`config.mk`:
```
export PLATFORM = sky130hd
export DESIGN_NAME = spi_master
export DESIGN_NICKNAME = d
export VERILOG_FILES = /design/src/rtl/spi_master.sv
export SDC_FILE = /design/constraint.sdc
export NUM_CORES = 1
export LEC_CHECK = 0
export BUFFER_PORTS_ARGS = -buffer_cell sky130_fd_sc_hd__buf_2
export CAP_MARGIN = 20
export CORE_MARGIN = 2
export CORE_UTILIZATION = 40
export DETAILED_ROUTE_END_ITERATION = 7
export RECOVER_POWER = 50
export REMOVE_ABC_BUFFERS = 1
export SLEW_MARGIN = 20
export SYNTH_ARGS = -nofsm -noshare
export SYNTH_HDL_FRONTEND = slang
export SYNTH_SLANG_ARGS = --single-unit
```
`constraint.sdc`:
```
create_clock -name clk -period 3 [get_ports clk]
set_clock_uncertainty 0.1 [all_clocks]
set_input_delay 0.45 -clock clk [delete_from_list [all_inputs] [get_ports clk]]
set_output_delay 0.45 -clock clk [all_outputs]
set_load 0.01 [all_outputs]
```
`src/rtl/spi_master.sv`:
```
// SPI mode-0 master, MSB first, one byte per cs_n frame with a CLK_DIV-cycle gap.
// Define SPI_MASTER_BURST_EN to allow back-to-back bytes inside one cs_n frame.
module spi_master #(
  parameter int CLK_DIV = 4
) (
  input  logic       clk,
  input  logic       rst,
  input  logic       start,
  input  logic [7:0] tx_data,
  output logic       busy,
  output logic [7:0] rx_data,
  output logic       rx_valid,
  output logic       sclk,
  output logic       cs_n,
  output logic       mosi,
  input  logic       miso
);

  localparam logic [7:0] DIV_LAST = 8'(CLK_DIV - 1);

`ifdef SPI_MASTER_BURST_EN
  localparam bit BURST_EN = 1'b1;
`else
  localparam bit BURST_EN = 1'b0;
`endif

  typedef enum logic [2:0] {
    IDLE,
    SETUP,
    SHIFT_HI,
    SHIFT_LO,
    GAP
  } state_t;

  state_t     state, state_nxt;
  logic [7:0] div_cnt, div_nxt;
  logic [2:0] bit_cnt, bit_nxt;
  logic       last_bit, last_nxt;
  logic [7:0] tx_sh, tx_sh_nxt;
  logic [7:0] rx_sh, rx_sh_nxt;
  logic [7:0] rx_data_nxt;
  logic       rx_valid_nxt;
  logic       busy_nxt;
  logic       sclk_nxt;
  logic       cs_n_nxt;
  logic       mosi_nxt;
  logic       div_end;

  function automatic logic [7:0] shift_in(input logic [7:0] sh, input logic bit_in);
    return {sh[6:0], bit_in};
  endfunction

  assign div_end = (div_cnt == DIV_LAST);

  always_comb begin
    state_nxt    = state;
    div_nxt      = 8'd0;
    bit_nxt      = bit_cnt;
    last_nxt     = last_bit;
    tx_sh_nxt    = tx_sh;
    rx_sh_nxt    = rx_sh;
    rx_data_nxt  = rx_data;
    rx_valid_nxt = 1'b0;
    busy_nxt     = busy;
    sclk_nxt     = sclk;
    cs_n_nxt     = cs_n;
    mosi_nxt     = mosi;

    if ((state != IDLE) && !div_end) begin
      div_nxt = div_cnt + 8'd1;
    end

    unique case (state)
      IDLE: begin
        if (start) begin
          state_nxt = SETUP;
          tx_sh_nxt = tx_data;
          mosi_nxt  = tx_data[7];
          cs_n_nxt  = 1'b0;
          busy_nxt  = 1'b1;
          bit_nxt   = 3'd0;
          last_nxt  = 1'b0;
        end
      end
      SETUP: begin
        if (div_end) begin
          state_nxt = SHIFT_HI;
          sclk_nxt  = 1'b1;
          rx_sh_nxt = shift_in(rx_sh, miso);
          bit_nxt   = bit_cnt + 3'd1;
          last_nxt  = (bit_cnt == 3'd7);
        end
      end
      SHIFT_HI: begin
        if (div_end) begin
          state_nxt = SHIFT_LO;
          sclk_nxt  = 1'b0;
          tx_sh_nxt = {tx_sh[6:0], 1'b0};
          mosi_nxt  = tx_sh[6];
        end
      end
      SHIFT_LO: begin
        if (div_end) begin
          if (last_bit) begin
            // End of the cs_n hold low phase: the received byte is complete.
            rx_data_nxt  = rx_sh;
            rx_valid_nxt = 1'b1;
            bit_nxt      = 3'd0;
            last_nxt     = 1'b0;
            if (BURST_EN && start) begin
              tx_sh_nxt = tx_data;
              mosi_nxt  = tx_data[7];
            end else begin
              state_nxt = GAP;
              cs_n_nxt  = 1'b1;
              mosi_nxt  = 1'b0;
            end
          end else begin
            state_nxt = SHIFT_HI;
            sclk_nxt  = 1'b1;
            rx_sh_nxt = shift_in(rx_sh, miso);
            bit_nxt   = bit_cnt + 3'd1;
            last_nxt  = (bit_cnt == 3'd7);
          end
        end
      end
      GAP: begin
        if (div_end) begin
          state_nxt = IDLE;
          busy_nxt  = 1'b0;
        end
      end
      default: begin
        state_nxt = IDLE;
      end
    endcase
  end

  always_ff @(posedge clk) begin
    if (rst) begin
      state    <= IDLE;
      div_cnt  <= 8'd0;
      bit_cnt  <= 3'd0;
      last_bit <= 1'b0;
      rx_data  <= 8'h00;
      rx_valid <= 1'b0;
      busy     <= 1'b0;
      sclk     <= 1'b0;
      cs_n     <= 1'b1;
      mosi     <= 1'b0;
    end else begin
      state    <= state_nxt;
      div_cnt  <= div_nxt;
      bit_cnt  <= bit_nxt;
      last_bit <= last_nxt;
      rx_data  <= rx_data_nxt;
      rx_valid <= rx_valid_nxt;
      busy     <= busy_nxt;
      sclk     <= sclk_nxt;
      cs_n     <= cs_n_nxt;
      mosi     <= mosi_nxt;
    end
  end

  // Shift registers are pure data; every transfer refills them completely.
  always_ff @(posedge clk) begin
    tx_sh <= tx_sh_nxt;
    rx_sh <= rx_sh_nxt;
  end

endmodule

```
Yosys cells after proc, flatten, opt, wreduce, memory -nomap -nowiden
Index checks and enable logic that the tools add are counted.
{"block": "totals", "ff_bits": 43, "input_bits": 12, "output_inout_bits": 13, "elab_cells": 92}
{"block": "classes", "n_addsub": 2, "n_eq_ne": 13, "muxes": 40, "n_bitwise": 3, "n_reduce_logical": 22}
{"cell": "3-bit two-way mux", "count": 10}
{"cell": "8-bit two-way mux", "count": 3}
{"cell": "1-bit two-way mux", "count": 16}
{"cell": "8-bit one-hot mux with 2 select lines", "count": 1}
{"cell": "3-bit one-hot mux with 5 select lines", "count": 1}
{"cell": "5-bit AND reduction", "count": 3}
{"cell": "7-bit two-way mux", "count": 2}
{"cell": "2-bit inequality test (second input constant)", "count": 7}
{"cell": "7-bit one-hot mux with 2 select lines", "count": 1}
{"cell": "4-bit AND reduction", "count": 3}
{"cell": "3-bit nonzero test", "count": 4}
{"cell": "1-bit one-hot mux with 3 select lines", "count": 3}
{"cell": "3-bit one-hot mux with 3 select lines", "count": 1}
{"cell": "3-bit AND reduction", "count": 3}
{"cell": "8-bit by 1-bit adder with 8-bit output (second input constant)", "count": 1}
{"cell": "8-bit by 2-bit equality test with 1-bit output (second input constant)", "count": 1}
{"cell": "2-bit nonzero test", "count": 4}
{"cell": "3-bit by 2-bit equality test with 1-bit output (second input constant)", "count": 2}
{"cell": "3-bit equality test (second input constant)", "count": 2}
{"cell": "1-bit one-hot mux with 2 select lines", "count": 2}
{"cell": "3-bit by 1-bit adder with 3-bit output (second input constant)", "count": 1}
{"cell": "3-bit by 1-bit equality test with 1-bit output (second input constant)", "count": 1}
{"cell": "3-bit logical NOT", "count": 1}
{"cell": "1-bit inverter", "count": 3}
{"cell": "other kinds (4)", "count": 4}

Logic depth before layout (Yosys ltp)
Gate-level depths: netlist of the first run.
{"block": "logic_depth", "ltp_word": 5, "depth_mapped": 6, "mapped_depth_nobuf": 5}

Worst setup path after synthesis of the first run
No wires, ideal clock.
{"block": "synth_timing", "kind": "register to register", "startpoint": "register div_cnt[0]", "endpoint": "register tx_sh[0] (enable)", "setup_ns": 0.381, "t_arrival_ns": 1.588, "t_required_ns": 2.519, "setup_slack_ns": 0.931, "stages_incl_launch_ff": 5, "n_path_buf": 0, "period_less_slack_ns": 2.069, "path_cell_list": "dfxtp_1 ha_1 nor4b_4 nand2_2 o21ai_0"}
{"block": "synth_via", "elab_chain_len": 3}
{"item": "start, declared", "line_no": "36", "source": "logic [7:0] div_cnt, div_nxt;"}
{"item": "start signal, assigned", "line_no": "153", "source": "div_cnt <= div_nxt;"}
{"item": "8-bit by 2-bit equality test with 1-bit output", "line_no": "53", "source": "assign div_end = (div_cnt == DIV_LAST);"}
{"item": "2-bit inequality test (no line)"}
{"item": "3-bit AND reduction (no line)"}
{"item": "end signal, assigned", "line_no": "167", "source": "tx_sh <= tx_sh_nxt;"}
{"item": "end, declared", "line_no": "39", "source": "logic [7:0] tx_sh, tx_sh_nxt;"}
Every way passes these cells.
A chain may end at the register's enable or synchronous reset.

Worst setup path after layout of the first run
{"block": "layout_timing", "startpoint": "register div_cnt[0]", "endpoint": "register rx_sh[5] (enable)"}
{"block": "layout_via", "elab_chain_len": 3}
{"item": "8-bit by 2-bit equality test with 1-bit output (*)", "line_no": "53"}
{"item": "2-bit inequality test (no line)"}
{"item": "4-bit AND reduction (no line) (*)"}
{"item": "end signal, assigned", "line_no": "168", "source": "rx_sh <= rx_sh_nxt;"}
{"item": "end, declared", "line_no": "40", "source": "logic [7:0] rx_sh, rx_sh_nxt;"}
Every way passes the cells marked *; elsewhere a longest branch is shown, timed or not.

==> results of run 1 <==
[cell usage after synthesis (all sizes together), types with 4 or more instances]
| cell | n | area share (%) |
|---|---|---|
| dfxtp | 28 | 33 |
| nor2 | 19 | 4.2 |
| edfxtp | 15 | 26 |
| mux2i | 9 | 5.3 |
| mux2 | 8 | 5.3 |
| nand2 | 7 | 1.7 |
| nand3 | 7 | 2.1 |
| xor2 | 5 | 2.6 |
| a21oi | 4 | 1.2 |
| a22o | 4 | 2.1 |
| and3 | 4 | 1.5 |
| inv | 4 | 0.88 |
| nor3 | 4 | 1.8 |
[flip-flops by register name (all words and copies together), names as in the netlist]
register and count:
state 3, busy 1, rx_data 8, cs_n 1, mosi 1, bit_cnt 3
tx_sh 7, rx_valid 1, sclk 1, div_cnt 8, last_bit 1, rx_sh 8
[how the worst max path moves through the flow]
stage | startpoint | endpoint | slack (ns) | cells after the start
2_1_floorplan | div_cnt[0]$_SDFF_PP0_ | tx_sh[0]$_SDFFCE_PP0P_ | 0.93 | 4
3_3_place_gp | div_cnt[0]$_SDFF_PP0_ | rx_sh[0]$_DFFE_PP_ | 0.92 | 4
3_5_place_dp | div_cnt[0]$_SDFF_PP0_ | rx_sh[7]$_DFFE_PP_ | 0.79 | 4
4_1_cts | div_cnt[0]$_SDFF_PP0_ | rx_sh[5]$_DFFE_PP_ | 0.78 | 4
5_1_grt | div_cnt[0]$_SDFF_PP0_ | sclk$_SDFFE_PP0P_ | 0.54 | 5
6_report | div_cnt[0]$_SDFF_PP0_ | rx_sh[5]$_DFFE_PP_ | 0.73 | 4
[power by group through the flow]
stage                     clock, uW  sequential [uW]  combinational (uW)
after floorplan                   0              631                22.0
after global placement            0              631                42.2
after detailed placement          0              631                43.2
after CTS                       453              618                43.4
after global routing            482              619                47.3
final                           439              618                41.9
[kinds of logic after synthesis]
logic type / after synthesis / synth area share (%)
adders and majority gates: 3 / 2.20
DFF: 43 / 59.3
buffers and inverters: 9 / 2.13
AOI/OAI and AO/OA: 15 / 6.90
muxes: 17 / 10.6
and+or+nand+nor: 49 / 15.8
xor gates and xnor gates: 6 / 3.08
[layout make-up]
cell class,count,area [sq um],share of cell area (%)
Timing Repair Buffer,25,111,5.67
Clock buffer,7,108,5.47
Tap cell,50,62.6,3.18
Inverter,4,15.0,0.764
Clock inverter,1,8.76,0.446
Multi-Input combinational cell,90,649,33.0
Sequential cell,43,1010,51.4
[stage by stage]
stage | hold WS [ns] | cells | util (%) | area [sq um] | total power (uW)
2_1_floorplan | 0.326 | 137 | - | 1680 | 653
3_3_place_gp | 0.337 | 212 | 46.2 | 1870 | 673
3_5_place_dp | 0.342 | 212 | 46.2 | 1870 | 674
4_1_cts | 0.232 | 220 | 49.0 | 1990 | 1110
5_1_grt | 0.224 | 220 | 48.4 | 1970 | 1150
6_report | 0.240 | 220 | 48.4 | 1970 | 1100
[metal layers]
metal / vias up / global-route usage [%] / part of all wire (%)
met5: - / 0 / 0
li1: 558 / - / -
met4: 0 / 5.23 / 0.59
met1: 514 / 16.4 / 49
met3: 2 / 5.38 / 3.6
met2: 14 / 20.3 / 47
==> impl_metrics.yaml, run 1 <==
sta:
  relSlewSlack_pct: 31.7
  final-hold-violation-count: 0
  period_share_pct: 75.5
  worst_pin_slew_ns: 1.02
  setup_violations: 0
  grt_setup_unrepaired: "no"
  slew_viol_final: 0
  finalSetupTns_ns: 0
  fmax_mhz: 441
  setup_slack_ns: 0.735
  min_period_ns: 2.27
final_layout:
  nets: 184
  mostFrequentLayoutCells: "dfxtp_1, nor2_1, edfxtp_1"
  drive_gt1_share_pct: 18.8
  synthToLayoutAreaGrowth_pct: 15.3
  final_common_cell: "dfxtp_1"
  diodes: 0
  fill_cells: 372
logic_synthesis:
  async_flop_share_pct: 0
  synth-edff-count: 15
  netlist_instances: 142
  yosysSeqAreaShare_pct: 59.3
  yosys.cell_types.count: 32
  synth_ff_type: "dfxtp_1"
  ys.warnings.count: 0
  syn_area_sq_um: 1700
  yosys_register_bits: 43
  syn_area_per_cell_sq_um: 12.0
cts:
  cts_tree: "yes"
  cts.htree.levels: 2
  cts.clk_slew.worst_paths_ns: 0.09
  cts_buffers: 5
  worstSkewPairLatency_ns: 0.29
  cts.root.buffer_cell: "clkbuf_8"
  postCtsHoldBufs: 0
  cts_resized: 0
  postCtsSetupBuffers: 0
  cts.sinks: 43
  cts_buffer_depth: 2
die:
  initial_core_util_pct: 42.0
  die-area_sq_um: 4800
  num_io_pins: 25
  die_w_um: 69.3
  die_h_um: 69.3
  core_sq_um: 4060
  row_count: 23
drt:
  drc: 0
  wire_per_inst_um: 13.1
  drtIter0Drc: 56
  drtAntennaViolNets: 0
  drt-total-wl_um: 2890
  vias: 1088
  dr.pass1.iters: 4
  vias_per_cell: 4.95
hold_path:
  min_path_type: "in -> reg"
  hold_depth: 1
  hold_start: "miso"
  hold_end: "rx_sh[0]$_DFFE_PP_"
critical_path:
  critPathMaxStageDelay_ns: 0.61
  cp_max_fo: 9
  critPathSlowestCell: "nor2_1"
  cp_cell_sequence: "ha_1 -> nor4b_4 -> nand2_1 -> nor2_1"
  critPathKind: "reg -> reg"
  crit_family: "simple AND/OR/NAND/NOR gates"
  worstPathRequired_ns: 2.83
  end_kind: "register"
  ff2ff_path_depth: 4
  reg2reg_to: "rx_sh[5]$_DFFE_PP_"
  reg2reg_slack_ns: 0.73
  crit_buf_inv: 0
  r2r-start: "div_cnt[0]$_SDFF_PP0_"
  cp_data_arrival_time_ns: 2.09
  start_kind: "register"
outcome:
  status: "complete, no violations"
grt:
  grt_start_max_net_pins: 21
  grt_usage_pct: 13.2
  grt_pass1_wl_um: 4990
  gr-total-overflow: 0
  antenna_found_initial: 0
  grt_pass1_vias: 1065
pwr:
  p_sw_uw: 228
  p_int_uw: 871
  irDropWorstVdd_uv: 333
  sequentialPowerShare_pct: 56.2
  cellPowerDensity_nw_per_um2: 559
  p_clk_share_pct: 40.0
  p_leak_uw: 0.000800
  pwr-share-comb_pct: 3.8
  p_sw_share_pct: 20.7
run:
  cap_violations: 0
place:
  place_ws_ns: 0.786
  io_buffers: 24
  hpwlAfterDp_um: 2130
  place.gp.congestion: 0.865
Power figures use the tool's default switching activity.
==> run 2: changes to the inputs <==
==> constraint.sdc (replaced) <==
create_clock -name clk -period 2.3 [get_ports clk]
set_clock_uncertainty 0.1 [all_clocks]
set_input_delay 0.345 -clock clk [delete_from_list [all_inputs] [get_ports clk]]
set_output_delay 0.345 -clock clk [all_outputs]
set_load 0.01 [all_outputs]
==> run 2 against run 1 <==
Effect of this change: non-clock buffer count up 2; worst hold slack worse by 0.11 ns; final area down 0.51%; first-iteration DRC count down 14%; die area unchanged; critical path depth up 1; setup slack worse by 0.46 ns; register-to-register slack worse by 0.46 ns; fmax up 12%.
==> impl_metrics.yaml, run 2 (synthesis gave the netlist of run 1 again) <==
critical_path:
  worstPathRequired_ns: 2.38
  critPathKind: "reg -> reg"
  start_kind: "register"
  r2r-start: "div_cnt[0]$_SDFF_PP0_"
  end_kind: "register"
  cp_data_arrival_time_ns: 2.11
  cp_max_fo: 8
  cp-startpoint: "div_cnt[0]$_SDFF_PP0_"
cts:
  worstSkewPairLatency_ns: 0.29
  cts_buffers: 5
  cts_resized: 0
  cts.clk_slew.worst_paths_ns: 0.08
  cts.htree.levels: 2
  cts_buffer_depth: 2
  postCtsHoldBufs: 0
  cts.root.buffer_cell: "clkbuf_8"
  postCtsSetupBuffers: 0
  cts.sinks: 43
  cts_tree: "yes"
die:
  die_h_um: 69.3
  core_sq_um: 4060
  die-area_sq_um: 4800
  initial_core_util_pct: 42.0
  num_io_pins: 25
  row_count: 23
  die_w_um: 69.3
drt:
  vias_per_cell: 4.99
  vias: 1108
  drc: 0
  drtAntennaViolNets: 0
  dr.pass1.iters: 4
  drtIter0Drc: 48
  drt-total-wl_um: 2870
  wire_per_inst_um: 12.9
sta:
  worst_pin_slew_ns: 0.731
  whs_ns: 0.128
  fmax_mhz: 493
  min_period_ns: 2.03
  grt_setup_unrepaired: "no"
  period_share_pct: 88.3
  setup_violations: 0
  relSlewSlack_pct: 51.2
  finalSetupTns_ns: 0
  final-hold-violation-count: 0
  slew_viol_final: 0
  setup_slack_ns: 0.270
grt:
  antenna_found_initial: 0
  busiest_layer: "met2"
  grt_usage_pct: 13.0
  grt_start_max_net_pins: 21
  grt_pass1_wl_um: 4930
  use_met2_pct: 20.9
  grtUsageMet3_pct: 5.23
  grt_use_met1_pct: 15.0
  grt_pass1_vias: 1105
  gr-total-overflow: 0
hold_path:
  hold_start: "miso"
  min_path_type: "in -> reg"
run:
  cap_violations: 0
final_layout:
  final_area_sq_um: 1960
  synthToLayoutAreaGrowth_pct: 14.8
  reg_top3: "div_cnt: 8 flops, rx_data: 8 flops, rx_sh: 8 flops"
  diodes: 0
  fill_cells: 388
  mostFrequentLayoutCells: "dfxtp_1, nor2_1, edfxtp_1"
  nets: 186
  drive_gt1_share_pct: 20.3
  final_common_cell: "dfxtp_1"
place:
  place_ws_ns: 0.301
  place.gp.congestion: 0.826
  hpwlAfterDp_um: 2090
  placed_cell_area_sq_um: 1890
  io_buffers: 24
pwr:
  p_leak_uw: 0.000794
  irDropWorstVdd_uv: 286
  cellPowerDensity_nw_per_um2: 680
  total_power_uw: 1330
outcome:
  status: "complete, no violations"
-- run 2: per-layer routing --
layer	up-vias	share of wire, %	routed length (um)
met5	-	0	0
met4	0	0.80	23
met3	2	4.3	124
met2	19	49	1400
met1	526	46	1310
li1	561	-	-
-- run 2: cell type report --
| class | instances | area (sq um) | area share (%) |
|---|---|---|---|
| well taps | 50 | 62.6 | 3.20 |
| flip-flops and latches | 43 | 1010 | 51.7 |
| clock inverters | 3 | 18.8 | 0.960 |
| multi-input cells | 90 | 657 | 33.6 |
| repair buffers | 27 | 123 | 6.27 |
| clock buffers | 5 | 68.8 | 3.52 |
| inverters | 4 | 15.0 | 0.768 |
-- run 2: worst max-delay path: stages, from the launching register on --
cell and delay, ns:
dfxtp_1 0.40, ha_1 0.26, nor4b_4 0.30, nand2_2 0.18, a221oi_2 0.33, mux2_1 0.34
-- run 2: power breakdown --
part           internal, uW  switching (uW)
clock                   212             258
sequential              798            8.05
combinational          24.2            29.7
total                  1030             296
-- run 2: worst paths after layout --
kind	end	slack [ns]	cells after the start
worst max-delay path	mosi$_SDFFE_PP0P_	0.27	5
worst min register to register	rx_sh[4]$_DFFE_PP_	0.36	0
worst max register to register	mosi$_SDFFE_PP0P_	0.27	5
worst min-delay path	rx_sh[0]$_DFFE_PP_	0.13	1
-- run 2: metrics by stage --
| stage | util (%) | cells |
|---|---|---|
| 4_1_cts | 48.7 | 222 |
| 2_1_floorplan | - | 137 |
| 3_3_place_gp | 46.5 | 214 |
| 5_1_grt | 48.2 | 222 |
| 6_report | 48.2 | 222 |
| 3_5_place_dp | 46.5 | 214 |
